`config.mk`:
```
export PLATFORM = sky130hd
export DESIGN_NAME = vga_bounce_render
export DESIGN_NICKNAME = d
export VERILOG_FILES = /design/src/rtl/vga_pkg.sv /design/src/rtl/box_motion.sv /design/src/rtl/vga_bounce_render.sv
export SDC_FILE = /design/constraint.sdc
export NUM_CORES = 1
export LEC_CHECK = 0
export ABC_CLOCK_PERIOD_IN_PS = 2560
export CORE_ASPECT_RATIO = 1.4
export CORE_UTILIZATION = 32
export CTS_CLUSTER_DIAMETER = 80
export CTS_CLUSTER_SIZE = 40
export DETAILED_ROUTE_END_ITERATION = 16
export GPL_TIMING_DRIVEN = 1
export SLEW_MARGIN = 10
export SYNTH_ARGS = -nofsm -noshare
export SYNTH_HDL_FRONTEND = slang
export SYNTH_SLANG_ARGS = --single-unit
```
`constraint.sdc`:
```
create_clock -name CLK -period 2.56 [get_ports CLK]
set_input_delay 0.384 -clock CLK [delete_from_list [all_inputs] [get_ports CLK]]
set_output_delay 0.384 -clock CLK [all_outputs]
set_load 0.01 [all_outputs]
```
`src/rtl/vga_pkg.sv`:
```
// Shared constants for the bouncing-box renderer: display defaults, palette,
// background colour and the motion FSM encoding.
package vga_pkg;
  localparam int HDISPLAY_DEF = 640;
  localparam int VDISPLAY_DEF = 480;

  localparam logic [11:0] BG_COLOUR = 12'h113;

  typedef enum logic [1:0] {
    ST_WAIT  = 2'd0,
    ST_UPD_X = 2'd1,
    ST_UPD_Y = 2'd2
  } motion_state_t;

  // 4-entry palette, {R,G,B} nibbles
  function automatic logic [11:0] palette(input logic [1:0] idx);
    case (idx)
      2'd0:    palette = 12'hF80;
      2'd1:    palette = 12'h0F0;
      2'd2:    palette = 12'h0FF;
      default: palette = 12'hF0F;
    endcase
  endfunction
endpackage

```
`src/rtl/box_motion.sv`:
```
// Box position/direction/colour state, advanced once per frame boundary:
// X in one cycle, Y and colour in the next.
module box_motion
  import vga_pkg::*;
#(
  parameter int HDISPLAY = HDISPLAY_DEF,
  parameter int VDISPLAY = VDISPLAY_DEF,
  parameter int BOX      = 32,
  parameter int STEP     = 2
) (
  input  logic       CLK,
  input  logic       RST,
  input  logic       frame,
  input  logic       pause,
  output logic [9:0] x,
  output logic [9:0] y,
  output logic [1:0] colour
);
  localparam logic [10:0] XMAX   = 11'(HDISPLAY - BOX);
  localparam logic [10:0] YMAX   = 11'(VDISPLAY - BOX);
  localparam logic [10:0] STEP11 = 11'(STEP);

  motion_state_t state;
  logic          dx, dy, bounce_x;
  logic [10:0]   x_ext, y_ext;
  logic          x_hit, y_hit;

  assign x_ext = {1'b0, x};
  assign y_ext = {1'b0, y};
  // dx/dy: 1 = right/down
  assign x_hit = dx ? (x_ext + STEP11 >= XMAX) : (x_ext <= STEP11);
  assign y_hit = dy ? (y_ext + STEP11 >= YMAX) : (y_ext <= STEP11);

  always_ff @(posedge CLK) begin
    if (RST) begin
      state    <= ST_WAIT;
      x        <= '0;
      y        <= '0;
      dx       <= 1'b1;
      dy       <= 1'b1;
      colour   <= '0;
      bounce_x <= 1'b0;
    end else begin
      case (state)
        ST_WAIT: if (frame && !pause) state <= ST_UPD_X;
        ST_UPD_X: begin
          state    <= ST_UPD_Y;
          bounce_x <= x_hit;
          if (x_hit) begin
            x  <= dx ? XMAX[9:0] : '0;
            dx <= ~dx;
          end else begin
            x <= dx ? x + STEP11[9:0] : x - STEP11[9:0];
          end
        end
        ST_UPD_Y: begin
          state <= ST_WAIT;
          if (y_hit) begin
            y  <= dy ? YMAX[9:0] : '0;
            dy <= ~dy;
          end else begin
            y <= dy ? y + STEP11[9:0] : y - STEP11[9:0];
          end
          // a corner hit still only advances the colour once
          colour <= colour + {1'b0, bounce_x | y_hit};
        end
        default: state <= ST_WAIT;
      endcase
    end
  end
endmodule

```
`src/rtl/vga_bounce_render.sv`:
```
// Bouncing-box pixel renderer: 2-stage pixel pipeline behind an external sync
// generator, with sync delayed to line up with the colour output.
module vga_bounce_render
  import vga_pkg::*;
#(
  parameter int HDISPLAY = HDISPLAY_DEF,
  parameter int VDISPLAY = VDISPLAY_DEF,
  parameter int BOX      = 32,
  parameter int STEP     = 2
) (
  input  logic       CLK,
  input  logic       RST,
  input  logic [9:0] HCOUNT,
  input  logic [9:0] VCOUNT,
  input  logic       HS_IN,
  input  logic       VS_IN,
  input  logic       PAUSE,
  output logic [3:0] VGA_R,
  output logic [3:0] VGA_G,
  output logic [3:0] VGA_B,
  output logic       VGA_HS,
  output logic       VGA_VS,
  output logic       FRAME_TICK
);
  localparam logic [10:0] H11   = 11'(HDISPLAY);
  localparam logic [10:0] V11   = 11'(VDISPLAY);
  localparam logic [10:0] BOXM1 = 11'(BOX - 1);

  logic [9:0]  x, y;
  logic [1:0]  colour;
  logic [10:0] h_ext, v_ext, x_ext, y_ext;
  logic        frame;
  logic        act_q, box_q;
  logic [11:0] rgb_q;
  logic [1:0]  hs_pipe, vs_pipe;

  assign h_ext = {1'b0, HCOUNT};
  assign v_ext = {1'b0, VCOUNT};
  assign x_ext = {1'b0, x};
  assign y_ext = {1'b0, y};
  // first cycle of vertical blanking: position updates land here, off-screen
  assign frame = (v_ext == V11) && (HCOUNT == '0);

  box_motion #(
    .HDISPLAY(HDISPLAY), .VDISPLAY(VDISPLAY), .BOX(BOX), .STEP(STEP)
  ) u_motion (
    .CLK   (CLK),
    .RST   (RST),
    .frame (frame),
    .pause (PAUSE),
    .x     (x),
    .y     (y),
    .colour(colour)
  );

  always_ff @(posedge CLK) begin
    if (RST) begin
      act_q      <= 1'b0;
      box_q      <= 1'b0;
      rgb_q      <= '0;
      hs_pipe    <= '0;
      vs_pipe    <= '0;
      FRAME_TICK <= 1'b0;
    end else begin
      FRAME_TICK <= frame;
      act_q      <= (h_ext < H11) && (v_ext < V11);
      box_q      <= (h_ext >= x_ext) && (h_ext <= x_ext + BOXM1) &&
                    (v_ext >= y_ext) && (v_ext <= y_ext + BOXM1);
      rgb_q      <= !act_q ? 12'h000 : (box_q ? palette(colour) : BG_COLOUR);
      hs_pipe    <= {hs_pipe[0], HS_IN};
      vs_pipe    <= {vs_pipe[0], VS_IN};
    end
  end

  assign VGA_R  = rgb_q[11:8];
  assign VGA_G  = rgb_q[7:4];
  assign VGA_B  = rgb_q[3:0];
  assign VGA_HS = hs_pipe[1];
  assign VGA_VS = vs_pipe[1];
endmodule
```
; Word-level counts from Yosys, hierarchy flattened
; Index checks and enable logic that the tools add are counted.
[totals]
ff_bits = 46
latch_bits = 0
ram_bits = 0
mem_bits_ro = 0
word_cells = 70
mem_count = 0
[op_classes]
addsub = 9
n_mul = 0
div_mod_pow = 0
n_lt_le_gt_ge = 10
eq_ne = 6
n_shift = 0
mux = 12
bitwise = 5
reduce_logical = 14
[ops]
columns = cell, count
row1 = $mux 10, 5
row2 = $pmux 12 s3, 1
row3 = $add 10x2->11 const B, 2
row4 = $add 10x5->11 const B, 2
row5 = $le 10x11->1, 2
row6 = $add 10x2->10 const B, 2
row7 = $ge 10x10->1, 2
row8 = $le 10x2->1 const B, 2
row9 = $sub 10x2->10 const B, 2
row10 = $mux 9, 2
row11 = $ge 11x10->1 const B, 1
row12 = $ge 11x9->1 const B, 1
row13 = $eq 10x9->1 const B, 1
row14 = $logic_not 10->1, 1
row15 = $lt 10x10->1 const B, 1
row16 = $lt 10x9->1 const B, 1
row17 = $logic_and 1x1->1, 6
row18 = $eq 2x1->1 const B, 2
row19 = $eq 2x2->1 const B, 2
row20 = $logic_not 2->1, 2
row21 = $not 1->1, 4
row22 = $pmux 2 s2, 1
row23 = $reduce_and 2->1, 2
row24 = $reduce_or 3->1, 1
row25 = 7 further kinds, 8

; Depth between registers and ports, before layout
[logic_depth]
word_depth = 5
depth_mapped = 13
ltp_nobuf = 12

; By module
; From an unflattened synthesis, not the netlist that was laid out.
[hier_totals]
cells_unflattened = 447
hier_area_um2 = 3518.4
[modules_own_cells]
columns = mod, instances, cells_per_inst, area_per_inst_um2, seq_area_each_um2
row1 = box_motion, 1, 241, 1798.0, 500.5
row2 = vga_bounce_render, 1, 206, 1720.4, 280.3

; Least setup slack after synthesis
; OpenSTA, ideal clock, no wires.
[synth_timing]
path_type = register -> register
startpoint = reg u_motion.y[1]
endpoint = reg box_q
setup_time_ns = 0.092
arrival_ns = 2.478
t_required_ns = 2.468
slack_ns = -0.010
path_stages_with_launch = 12
path_buffers = 1
synth_period_minus_slack_ns = 2.570
cell_sequence = dfxtp_1 -> clkbuf_1 -> inv_1 -> ha_1 -> nand3_1 -> nand3_1 -> xnor2_1 -> ha_1 -> a21o_1 -> a2111oi_0 -> nor3_1 -> nor4_1
[synth_via]
elab_chain_cells = 3
elab_cells_between_ends = 5
cone_classes = add/sub (1) / order compare (2) / reduce/logical (2)
[synth_rtl]
columns = item, line_no
row1 = "start, declared", box_motion.sv:16  ; output logic [9:0] y,
row2 = "start signal, assigned", box_motion.sv:59  ; y <= dy ? YMAX[9:0] : '0;
row3 = "start signal, assigned", box_motion.sv:62  ; y <= dy ? y + STEP11[9:0] : y - STEP11[9:0];
row4 = $add 10x5->11 or $ge 10x10->1 (tied branches), vga_bounce_render.sv:68  ; (v_ext >= y_ext) && (v_ext <= y_ext + BOXM1);
row5 = $le 10x11->1 or $logic_and 1x1->1 (tied branches), "vga_bounce_render.sv:68, vga_bounce_render.sv:67"
row6 = $logic_and 1x1->1 (*), vga_bounce_render.sv:68
row7 = "end signal, assigned", vga_bounce_render.sv:67  ; box_q <= (h_ext >= x_ext) && (h_ext <= x_ext + BOXM1) &&
row8 = "end, declared", vga_bounce_render.sv:33  ; logic act_q, box_q;
; Every way passes the cells marked *; elsewhere a longest branch is shown, timed or not.
; A chain may end at the register's enable or synchronous reset.

; Worst setup path in the final report
[layout_timing]
startpoint = reg u_motion.x[3]
endpoint = reg box_q
[layout_via]
elab_chain_cells = 5
elab_cells_between_ends = 6
cone_classes = add/sub (1) / order compare (2) / reduce/logical (3)
[layout_rtl]
columns = item, line_no
row1 = "start, declared", box_motion.sv:15  ; output logic [9:0] x,
row2 = "start signal, assigned", box_motion.sv:50  ; x <= dx ? XMAX[9:0] : '0;
row3 = "start signal, assigned", box_motion.sv:53  ; x <= dx ? x + STEP11[9:0] : x - STEP11[9:0];
row4 = $add 10x5->11, vga_bounce_render.sv:67
row5 = $le 10x11->1, vga_bounce_render.sv:67
row6 = $logic_and 1x1->1 (*) (2 in series), vga_bounce_render.sv:67
row7 = $logic_and 1x1->1 (*), vga_bounce_render.sv:68
; Marked as above.

==> metrics <==
ys flop type dfxtp_1; number of cells on the critical path 9; Initial Utilization 0.3294; worst setup path category reg -> reg; hold path start vs_pipe[0]; IO Port Bufs 39; status completed; Syn Area/Cell 7.918 µm²; Area contributors post-synth dfxtp_1 (24%), ha_1 (18%), a21oi_1 (4.7%); Synth area leader dfxtp_1; slew of the pin with the lowest slew margin 0.6106 ns; Ant. Diodes 0; worst hold slack 0.4351 ns; clock skew 0.004669 ns; I/O pin total 40; WL/cell 15.43 µm; period utilisation layout 0.9304; fin nets 534; Peak VDD IR 0.2229 mV; CTS Buffer Depth 2; Post-Syn Area 0.003278 mm²; Post-Route Setup TNS 0 ns; Worst path top cell family by delay compound AO/OA/AOI/OAI gates; Worst Setup Start Kind flip-flop; CTS tree built; DR vias/cell 5.389; CP bufs+invs 1; DR DRC count 0; PD cells 370.0 mW/mm²; Pleak 1.589 nW; Async SR Flop Fraction 0; crit end category flip-flop; Crit path largest cell delay 0.39 ns; Net Count, Synth 487; Crit Path Max Fanout 5; clock root cell clkbuf_16; final hold vios 0; final setup fails 0; Worst-path clk slew 0.06 ns; setup ws final 0.1781 ns; WHS Path Cells 1; FMAX 419.8 MHz; synth warn 0; worst slack at placement 0.09464 ns; Vias 3,217; critical path required time 2.75 ns; max-slew violations 0; number of buffers created by CTS 5; Num Clock Sinks 39; worst r2r path cells 9; Final Core Density 0.4145; cell count after synthesis 414; Post-Route WL 9214 µm; R2R Path Start u_motion.x[3]; first-pass GRT wire length 15,190 µm; FF-to-FF End box_q; initial antenna violation count 0; HP Class reg -> reg; Slew HR 0.5824; Iteration-0 DRC Markers 108; top cell type's share of synthesized area 0.2382; Worst Path Arrival 2.57 ns; antenna viol nets, final 0; CP Cell Sequence clkinv_1 -> nand4_1 -> and3_1 -> xnor2_1 -> ha_1 -> a2111oi_0 -> o211ai_1 -> a211o_1 -> nor4_1; GPL Wtd Cong 0.9429; Die Ht 121.8 µm; fin crit period 2.382 ns; Clk Latency, worst-skew pair 0.28 ns; synth unique cells 56; DR pass1 iterations 4; vias in the first global route 3,289; FF+latch count, synth 39; core area 0.009953 mm²; HPWL Detailed 7597 µm; Min-Delay Endpoint vs_pipe[1]; die width 87.54 µm; Site Rows 43; Slowest cell on crit path a2111oi_0; Seq/Total Area, Yosys 0.2382; Post-synth EDFFs 0; Max Cap Viol 0; die area 0.01066 mm²; worst reg2reg setup slack 0.18 ns; placed insts 589; global route overflow 0; area grow syn2layout 25.84%; largest net degree at the start of global routing 15; fin cells 597; Tot GR Track Use 0.1817; share of cells above drive strength 1 0.1190; htree depth 2
sequential cells by signal (all words and copies together), names as in the netlist:
| register | count |
|---|---|
| u_motion.x | 9 |
| u_motion.y | 9 |
| rgb_q | 7 |
| hs_pipe | 2 |
| u_motion.colour | 2 |
| u_motion.state | 2 |
| vs_pipe | 2 |
| FRAME_TICK | 1 |
| act_q | 1 |
| box_q | 1 |
| u_motion.bounce_x | 1 |
| u_motion.dx | 1 |
| u_motion.dy | 1 |
worst max path at each step:
stage | startpoint | slack [ns] | end
global route | u_motion.y[2] | -0.005 | box_q
CTS | u_motion.y[1] | 0.07 | box_q
detailed placement | u_motion.y[1] | 0.09 | box_q
global placement | u_motion.y[1] | 0.16 | box_q
floorplan | u_motion.y[2] | 0.06 | box_q
finish | u_motion.x[3] | 0.18 | box_q
cell families after synthesis:
family | Yosys count | share of synthesized area
and+or+nand+nor | 153 | 0.2576
AOI/OAI and AO/OA | 99 | 0.1912
buffers and inverters | 53 | 0.06908
adders and majority gates | 48 | 0.1832
DFF | 39 | 0.2382
xor gates and xnor gates | 17 | 0.04542
muxes | 5 | 0.01527
layout make-up:
| type | count | area [µm²] |
|---|---|---|
| tap | 135 | 168.9 |
| clock inverter | 3 | 43.79 |
| fill | 1007 | 5828 |
| sequential | 39 | 782.0 |
| timing repair buffer | 68 | 608.1 |
| multi-input combinational | 322 | 2303 |
| inverter | 25 | 93.84 |
| clock buffer | 5 | 125.1 |
metal layers:
metal / GRT usage / vias up / part of all wire
li1: - / 1605 / -
met1: 0.1850 / 1502 / 0.38
met5: 0 / - / 0
met2: 0.3501 / 80 / 0.55
met3: 0.02575 / 30 / 0.027
met4: 0.09324 / 0 / 0.039
metrics by stage:
step,power [mW],cell area [µm²]
global route,1.596,4125
CTS,1.546,4091
global placement,0.8218,3923
finish,1.527,4125
detailed placement,0.8268,3923
floorplan,0.7262,3279
synth_stat cells (3+ instances only):
master and n:
a21o_1 4, ha_1 48, o311ai_1 3, nor4_1 9
buf_4 6, or4_1 4, a2111oi_0 3, and2_1 3
nor2b_1 7, o21ai_0 21, and4_1 6, and3_1 7
nand2_1 32, o21ai_1 4, a31oi_1 6, o211ai_1 3
xnor2_1 17, dfxtp_1 39, mux2i_1 5, buf_2 4
nor3_1 10, clkbuf_1 17, inv_1 23, nand3_1 24
nand2b_1 6, nand4_1 10, o32ai_1 3, a21oi_1 31
nor2_1 21
timing repair:
item / CTS / global route
setup buffers: 0 / 0
hold buffers: 0 / 0
setup endpoints to repair: 0 / 1
resized for setup: 0 / 14
cell usage in the layout, fill, tap and decap left out, types with 6 or more instances in the layout:
master and instances:
buf_4 29, o21ai_0 20, nand2_1 32, and4_1 6, clkdlybuf4s50_1 39, ha_1 48, nor3_1 9, nor2b_1 7
dfxtp_1 38, nand2b_1 6, nor4_1 9, a31oi_1 6, nand4_1 10, and3_1 6, nand3_1 23, nor2_1 19
inv_1 21, a21oi_1 31, xnor2_1 17
where the power goes:
group	switching (mW)	internal [mW]	total, mW	leakage [nW]
sequential	0.00390	0.615	0.619	0.316
clock	0.249	0.459	0.709	0.0838
combinational	0.0990	0.100	0.199	1.19
Power figures use the tool's default switching activity.
